`src/rtl/taus_pkg.sv`:
```
// Shared types and constants for the taus88 seed loader.
// Seed lower bounds, seed count and loader state encoding.
package taus_pkg;

  localparam int SEED_W    = 32;
  localparam int NUM_SEEDS = 6;

  localparam logic [SEED_W-1:0] TAUS_MIN_S1 = 32'd2;
  localparam logic [SEED_W-1:0] TAUS_MIN_S2 = 32'd8;
  localparam logic [SEED_W-1:0] TAUS_MIN_S3 = 32'd16;

  typedef enum logic [1:0] {
    LOAD,
    HOLD,
    RUN
  } state_t;

endpackage

```
`src/rtl/taus_seed_loader_if.sv`:
```
// Seed word handshake between a seed source and the loader.
// master: seed_data/seed_valid out; slave: ready/idx/err out.
interface taus_seed_if;
  import taus_pkg::*;

  logic [SEED_W-1:0] seed_data;
  logic              seed_valid;
  logic              seed_ready;
  logic [2:0]        seed_idx;
  logic              seed_err;

  modport master (
    output seed_data,
    output seed_valid,
    input  seed_ready,
    input  seed_idx,
    input  seed_err
  );

  modport slave (
    input  seed_data,
    input  seed_valid,
    output seed_ready,
    output seed_idx,
    output seed_err
  );

endinterface

```
`src/rtl/taus_seed_check.sv`:
```
// Combinational taus88 lower-bound check for one seed word.
// Ports: idx (0..5), word -> legal (word >= minimum for idx mod 3).
module taus_seed_check
  import taus_pkg::*;
(
  input  logic [2:0]        idx,
  input  logic [SEED_W-1:0] word,
  output logic              legal
);

  logic [2:0]        sel;
  logic [SEED_W-1:0] min_v;

  // Seeds 4..6 reuse the bounds of seeds 1..3.
  assign sel = (idx >= 3'd3) ? idx - 3'd3 : idx;

  always_comb begin
    min_v = TAUS_MIN_S3;
    unique case (1'b1)
      (sel == 3'd0): min_v = TAUS_MIN_S1;
      (sel == 3'd1): min_v = TAUS_MIN_S2;
      default:       min_v = TAUS_MIN_S3;
    endcase
  end

  assign legal = (word >= min_v);

endmodule

```
`src/rtl/taus_seed_loader.sv`:
```
// Loads six checked taus88 seeds and releases the URNG pair.
// Ports: clk, reset, reload, sif (slave), urng_seed1..6, gen_reset, seeds_loaded.
module taus_seed_loader
  import taus_pkg::*;
#(
  parameter int                HOLD_CYCLES = 2,
  parameter logic [SEED_W-1:0] DEF_SEED1   = 32'h0000_1234,
  parameter logic [SEED_W-1:0] DEF_SEED2   = 32'h0000_5678,
  parameter logic [SEED_W-1:0] DEF_SEED3   = 32'h0000_9ABC
) (
  input  logic              clk,
  input  logic              reset,
  input  logic              reload,
  taus_seed_if.slave        sif,
  output logic [SEED_W-1:0] urng_seed1,
  output logic [SEED_W-1:0] urng_seed2,
  output logic [SEED_W-1:0] urng_seed3,
  output logic [SEED_W-1:0] urng_seed4,
  output logic [SEED_W-1:0] urng_seed5,
  output logic [SEED_W-1:0] urng_seed6,
  output logic              gen_reset,
  output logic              seeds_loaded
);

  localparam logic [2:0] LAST_IDX = 3'(NUM_SEEDS - 1);
  localparam logic [3:0] HOLD_INI = 4'(HOLD_CYCLES - 1);

  state_t                          state_q;
  logic [2:0]                      idx_q;
  logic [3:0]                      cnt_q;
  logic                            err_q;
  logic                            gen_rst_q;
  logic                            loaded_q;
  logic [NUM_SEEDS-1:0][SEED_W-1:0] seed_q;
  logic                            legal;

  taus_seed_check u_check (
    .idx   (idx_q),
    .word  (sif.seed_data),
    .legal (legal)
  );

  always_ff @(posedge clk) begin
    if (reset) begin
      state_q   <= LOAD;
      idx_q     <= 3'd0;
      cnt_q     <= 4'd0;
      err_q     <= 1'b0;
      gen_rst_q <= 1'b1;
      loaded_q  <= 1'b0;
      seed_q[0] <= DEF_SEED1;
      seed_q[1] <= DEF_SEED2;
      seed_q[2] <= DEF_SEED3;
      seed_q[3] <= DEF_SEED1;
      seed_q[4] <= DEF_SEED2;
      seed_q[5] <= DEF_SEED3;
    end else if (reload) begin
      // Any pending word is dropped without an error.
      state_q   <= LOAD;
      idx_q     <= 3'd0;
      cnt_q     <= 4'd0;
      err_q     <= 1'b0;
      gen_rst_q <= 1'b1;
      loaded_q  <= 1'b0;
    end else begin
      err_q <= 1'b0;
      unique case (state_q)
        LOAD: begin
          if (sif.seed_valid) begin
            if (!legal) begin
              err_q <= 1'b1;
            end else begin
              seed_q[idx_q] <= sif.seed_data;
              if (idx_q == LAST_IDX) begin
                state_q <= HOLD;
                cnt_q   <= HOLD_INI;
                idx_q   <= 3'd0;
              end else begin
                idx_q <= idx_q + 3'd1;
              end
            end
          end
        end
        HOLD: begin
          if (cnt_q == 4'd0) begin
            state_q   <= RUN;
            gen_rst_q <= 1'b0;
            loaded_q  <= 1'b1;
          end else begin
            cnt_q <= cnt_q - 4'd1;
          end
        end
        RUN: begin
        end
        default: begin
          state_q <= LOAD;
        end
      endcase
    end
  end

  assign sif.seed_ready = (state_q == LOAD);
  assign sif.seed_idx   = idx_q;
  assign sif.seed_err   = err_q;

  assign urng_seed1   = seed_q[0];
  assign urng_seed2   = seed_q[1];
  assign urng_seed3   = seed_q[2];
  assign urng_seed4   = seed_q[3];
  assign urng_seed5   = seed_q[4];
  assign urng_seed6   = seed_q[5];
  assign gen_reset    = gen_rst_q;
  assign seeds_loaded = loaded_q;

endmodule

```
`src/flat_wrapper.sv`:
```
// flat-port wrapper written by rule: the top's interface ports become plain ports
module taus_seed_loader_flat import taus_pkg::*;
#(
  parameter int                HOLD_CYCLES = 2,
  parameter logic [SEED_W-1:0] DEF_SEED1   = 32'h0000_1234,
  parameter logic [SEED_W-1:0] DEF_SEED2   = 32'h0000_5678,
  parameter logic [SEED_W-1:0] DEF_SEED3   = 32'h0000_9ABC
)
  (clk, reset, reload, urng_seed1, urng_seed2, urng_seed3, urng_seed4, urng_seed5, urng_seed6, gen_reset, seeds_loaded, sif_seed_data, sif_seed_valid, sif_seed_ready, sif_seed_idx, sif_seed_err);
  taus_seed_if sif_i ();
  input  logic clk;
  input  logic reset;
  input  logic reload;
  output logic [SEED_W-1:0] urng_seed1;
  output logic [SEED_W-1:0] urng_seed2;
  output logic [SEED_W-1:0] urng_seed3;
  output logic [SEED_W-1:0] urng_seed4;
  output logic [SEED_W-1:0] urng_seed5;
  output logic [SEED_W-1:0] urng_seed6;
  output logic gen_reset;
  output logic seeds_loaded;
  input wire logic [$bits(sif_i.seed_data)-1:0] sif_seed_data;
  input wire logic [$bits(sif_i.seed_valid)-1:0] sif_seed_valid;
  output wire logic [$bits(sif_i.seed_ready)-1:0] sif_seed_ready;
  output wire logic [$bits(sif_i.seed_idx)-1:0] sif_seed_idx;
  output wire logic [$bits(sif_i.seed_err)-1:0] sif_seed_err;
  assign sif_i.seed_data = sif_seed_data;
  assign sif_i.seed_valid = sif_seed_valid;
  assign sif_seed_ready = sif_i.seed_ready;
  assign sif_seed_idx = sif_i.seed_idx;
  assign sif_seed_err = sif_i.seed_err;
  taus_seed_loader #(.HOLD_CYCLES(HOLD_CYCLES), .DEF_SEED1(DEF_SEED1), .DEF_SEED2(DEF_SEED2), .DEF_SEED3(DEF_SEED3)) u_core (.clk(clk), .reset(reset), .reload(reload), .sif(sif_i), .urng_seed1(urng_seed1), .urng_seed2(urng_seed2), .urng_seed3(urng_seed3), .urng_seed4(urng_seed4), .urng_seed5(urng_seed5), .urng_seed6(urng_seed6), .gen_reset(gen_reset), .seeds_loaded(seeds_loaded));
endmodule
```
`config.mk`:
```
export PLATFORM = sky130hd
export DESIGN_NAME = taus_seed_loader_flat
export DESIGN_NICKNAME = d
export VERILOG_FILES = /design/src/rtl/taus_pkg.sv /design/src/rtl/taus_seed_loader_if.sv /design/src/rtl/taus_seed_check.sv /design/src/rtl/taus_seed_loader.sv /design/src/flat_wrapper.sv
export SDC_FILE = /design/constraint.sdc
export NUM_CORES = 1
export LEC_CHECK = 0
export CORE_MARGIN = 4
export CORE_UTILIZATION = 33
export CTS_BUF_LIST = sky130_fd_sc_hd__clkbuf_4 sky130_fd_sc_hd__clkbuf_8
export DETAILED_ROUTE_END_ITERATION = 10
export GPL_ROUTABILITY_DRIVEN = 0
export SETUP_SLACK_MARGIN = 0.5
export SLEW_MARGIN = 20
export SYNTH_ARGS = -nofsm -noshare
export SYNTH_HDL_FRONTEND = slang
export SYNTH_SLANG_ARGS = --single-unit
export TNS_END_PERCENT = 10
```
`constraint.sdc`:
```
create_clock -name clk -period 2.9 [get_ports clk]
set_input_delay 0.435 -clock clk [delete_from_list [all_inputs] [get_ports clk]]
set_output_delay 0.435 -clock clk [all_outputs]
set_load 0.005 [all_outputs]
```
==> impl_metrics.env <==
export IMPL_cts_tree="yes"
export IMPL_yosysSeqAreaShare_pct=49.2
export IMPL_fin_nets=1095
export IMPL_layout_drive_gt1_share_pct=14.0
export IMPL_syn_area_per_cell_sq_um=10.7
export IMPL_hold_class="flip-flop to flip-flop"
export IMPL_slew_headroom_pct=36.6
export IMPL_die_area_sq_mm=0.0278
export IMPL_drt_total_wl_mm=25.8
export IMPL_grtUsageTotal_pct=17.7
export IMPL_powerDensity_mw_per_mm2=498
export IMPL_via_per_inst=4.60
export IMPL_worstReg2RegStart="u_core.sif.seed_idx[1]$_SDFFE_PP0P_"
export IMPL_grt_pass1_wl_mm=39.2
export IMPL_io_buffers=234
export IMPL_grt_pass1_vias=6512
export IMPL_place_area_sq_mm=0.0112
export IMPL_area_growth_syn_to_layout_pct=48.9
export IMPL_crit_type="flip-flop to flip-flop"
export IMPL_yosys_top_cells_area="dfxtp_1 49%, mux2i_1 23%, nand2b_1 13%, nor2_1 2.9%, buf_6 1.6%"
export IMPL_ys_seq_elements=204
export IMPL_status="finished, violations left"
export IMPL_violations="negative setup slack"
export IMPL_fin_cells=1399
export IMPL_io_pins=235
export IMPL_vias=6435
export IMPL_synth_nets=821
export IMPL_cts_buffer_depth=3
export IMPL_antenna_left=0
export IMPL_peakVddDrop_uv=272
export IMPL_clock_sinks=204
export IMPL_p_leak_uw=0.00548
export IMPL_reg2reg_depth=13
export IMPL_ys_warn_count=0
export IMPL_fin_crit_sh_pct=101
export IMPL_end_kind="flip-flop"
export IMPL_wl_per_cell_um=18.5
export IMPL_cts_buffers=38
export IMPL_dp_hpwl_mm=17.6
export IMPL_final_util_pct=50.4
export IMPL_synth_distinct_cells=40
export IMPL_die_w_um=167
export IMPL_drv_slew=0
export IMPL_drc=0
export IMPL_dieHeight_um=167
export IMPL_regToRegSetupSlack_ps=-40
export IMPL_htree_levels=2
export IMPL_worstHoldEndpoint="u_core.gen_reset$_SDFFE_PP1P_"
export IMPL_dr_pass1_iters=4
export IMPL_fin_crit_ps=2940
export IMPL_syn_inst=776
export IMPL_dpl_cell_count=1317
export IMPL_cts_clk_slew_worst_paths_ps=60
export IMPL_timing_rr_end="u_core.urng_seed3[8]$_SDFFE_PP0P_"
export IMPL_arrival_ps=3320
export IMPL_grt_overflow_total=0
export IMPL_rsz0062_at_grt="yes"
export IMPL_grt_antenna_before_repair=1
export IMPL_required_ps=3280
export IMPL_grt_start_max_net_pins=152
export IMPL_initial_utilization_pct=33.8
export IMPL_rows=57
export IMPL_worstHoldStart="u_core.gen_reset$_SDFFE_PP1P_"
export IMPL_crit_fanout=6
export IMPL_startpoint_type="flip-flop"
export IMPL_cts_root_buf="clkbuf_8"
export IMPL_coreArea_sq_mm=0.0245
export IMPL_synth_top_cell_area_share_pct=49.2
export IMPL_design_area_sq_mm=0.0124
export IMPL_diodes=0
export IMPL_tightest_slew_ps=952
export IMPL_hold_viol_final=0
export IMPL_hold_path_depth=2
export IMPL_drv_cap=0
export IMPL_max_freq_mhz=340
export IMPL_drtIter0Drc=323
export IMPL_setup_slack_ps=-37.5
export IMPL_yosysTopAreaCell="dfxtp_1"
export IMPL_fin_total_pwr_uw=6160
export IMPL_ctsHoldBuffers=0
export IMPL_syn_area_sq_mm=0.00830
export IMPL_setup_tns_ps=-744
export IMPL_skew_ps=18.9
export IMPL_clk_latency_ps=510
export IMPL_finalSetupViolCount=32
-- Yosys cell counts --
cell type    n
o2111ai_1    2
buf_2        8
buf_6       12
dfxtp_1    204
nor2b_1      1
nor3_2       1
nor4_1       9
o211ai_1     4
nand4b_1     1
nand3_1      2
nor3_1       2
nor2_1      65
o21ai_0      1
nor4_4       1
a211oi_1     2
nor4b_2      1
or4_1        4
and3_1       2
clkbuf_1    29
nor2b_2      2
o211a_4      1
nand2_1      8
a31oi_1      1
nand2b_1   179
o31ai_1      1
or2_2        1
nor4b_1      1
or3_1        4
o41ai_1      3
a21oi_1      6
ha_1         9
o21ai_2      1
buf_4        4
and2_1       1
nor3b_1      1
o22a_1       1
inv_1        6
mux2i_1    193
o21a_1       1
and4_4       1
-- power by group --
group          switching [uW]  total, uW  internal, uW  leakage, uW
Clock                    1160       2880          1720     0.000427
Sequential               18.2       2850          2840      0.00165
Combinational             200        418           218      0.00340
Total                    1380       6160          4770      0.00548
-- layout make-up --
type | instances | area [sq um]
fillers | 2277 | 12200
flip-flops and latches | 204 | 4090
multi-input cells | 513 | 4030
repair buffers | 287 | 3010
clock buffers | 64 | 800
well taps | 324 | 405
inverters | 6 | 27.5
clock inverters | 1 | 7.51
-- layout by cell type (no fill, tap or decap), drive strengths merged, types with 2 or more instances in the layout --
| cell | netlist | routed |
|---|---|---|
| nor4 | 10 | 10 |
| a21oi | 6 | 6 |
| buf | 24 | 51 |
| o21ai | 2 | 2 |
| inv | 6 | 6 |
| nor2b | 3 | 3 |
| clkdlybuf4s50 | 0 | 233 |
| or3 | 4 | 4 |
| a211oi | 2 | 2 |
| nor3 | 3 | 3 |
| nor4b | 2 | 2 |
| mux2i | 193 | 193 |
| o41ai | 3 | 3 |
| nand2b | 179 | 179 |
| dfxtp | 204 | 204 |
| nand2 | 8 | 8 |
| nand3 | 2 | 2 |
| nor2 | 65 | 65 |
| and3 | 2 | 2 |
| o2111ai | 2 | 2 |
| or4 | 4 | 4 |
| clkbuf | 29 | 67 |
| ha | 9 | 9 |
| o211ai | 4 | 4 |
-- registers in the layout, summed over array words and instances (netlist names) --
name	flops
u_core.cnt_q	4
u_core.gen_reset	1
u_core.seeds_loaded	1
u_core.sif.seed_err	1
u_core.sif.seed_idx	3
u_core.state_q	2
u_core.urng_seed1	32
u_core.urng_seed2	32
u_core.urng_seed3	32
u_core.urng_seed4	32
u_core.urng_seed5	32
u_core.urng_seed6	32
-- worst max-delay path, cell delays in order (launching register included) --
cell and delay [ps]:
dfxtp_4 360, ha_4 170, ha_4 280, inv_2 30
o2111ai_1 80, a21oi_2 90, ha_1 270, nor2b_4 150
nor4b_4 60, o211a_4 260, buf_6 120, or4_4 590
buf_12 200, mux2i_2 150
-- how the worst max path moves through the flow --
stage                                               to  slack (ps)                                start  depth (start not counted)
floorplan           u_core.urng_seed1[12]$_SDFFE_PP1P_         210  u_core.sif.seed_idx[0]$_SDFFE_PP0P_                         13
global placement    u_core.urng_seed4[17]$_SDFFE_PP0P_         -20  u_core.sif.seed_idx[1]$_SDFFE_PP0P_                         11
detailed placement  u_core.urng_seed4[17]$_SDFFE_PP0P_         -60  u_core.sif.seed_idx[1]$_SDFFE_PP0P_                         11
CTS                  u_core.urng_seed3[4]$_SDFFE_PP1P_         -20  u_core.sif.seed_idx[1]$_SDFFE_PP0P_                         13
global route        u_core.urng_seed3[31]$_SDFFE_PP0P_        -160  u_core.sif.seed_idx[1]$_SDFFE_PP0P_                         12
finish               u_core.urng_seed3[8]$_SDFFE_PP0P_         -40  u_core.sif.seed_idx[1]$_SDFFE_PP0P_                         13
-- through the flow --
step	hold slack (ps)	setup slack [ps]
final	439	-37.5
after global routing	465	-157
after CTS	446	-21.2
after detailed placement	438	-62.0
after global placement	439	-22.4
after floorplan	439	215
-- per-layer routing --
layer  up-vias  GRT usage (%)  part of all wire (%)
met2       195           28.5                    45
met5         -              0                 0.050
met4         2           5.37                   2.7
met1      3021           23.1                    46
li1       3171              -                     -
met3        46           5.05                   6.7
-- timing repair --
| item | CTS | global route |
|---|---|---|
| gates cloned | 2 | 3 |
| setup buffers | 5 | 7 |
| gates resized for setup | 12 | 14 |
| setup endpoints to repair | 200 | 201 |
| pin swaps | 7 | 7 |
-- cell families after synthesis --
| group | share of synthesized area, % |
|---|---|
| buf+inv | 4.05 |
| simple gates | 20.0 |
| compound gates | 2.17 |
| flops | 49.2 |
| fa+ha+maj | 1.36 |
| mux | 23.3 |
Power figures use the tool's default switching activity.
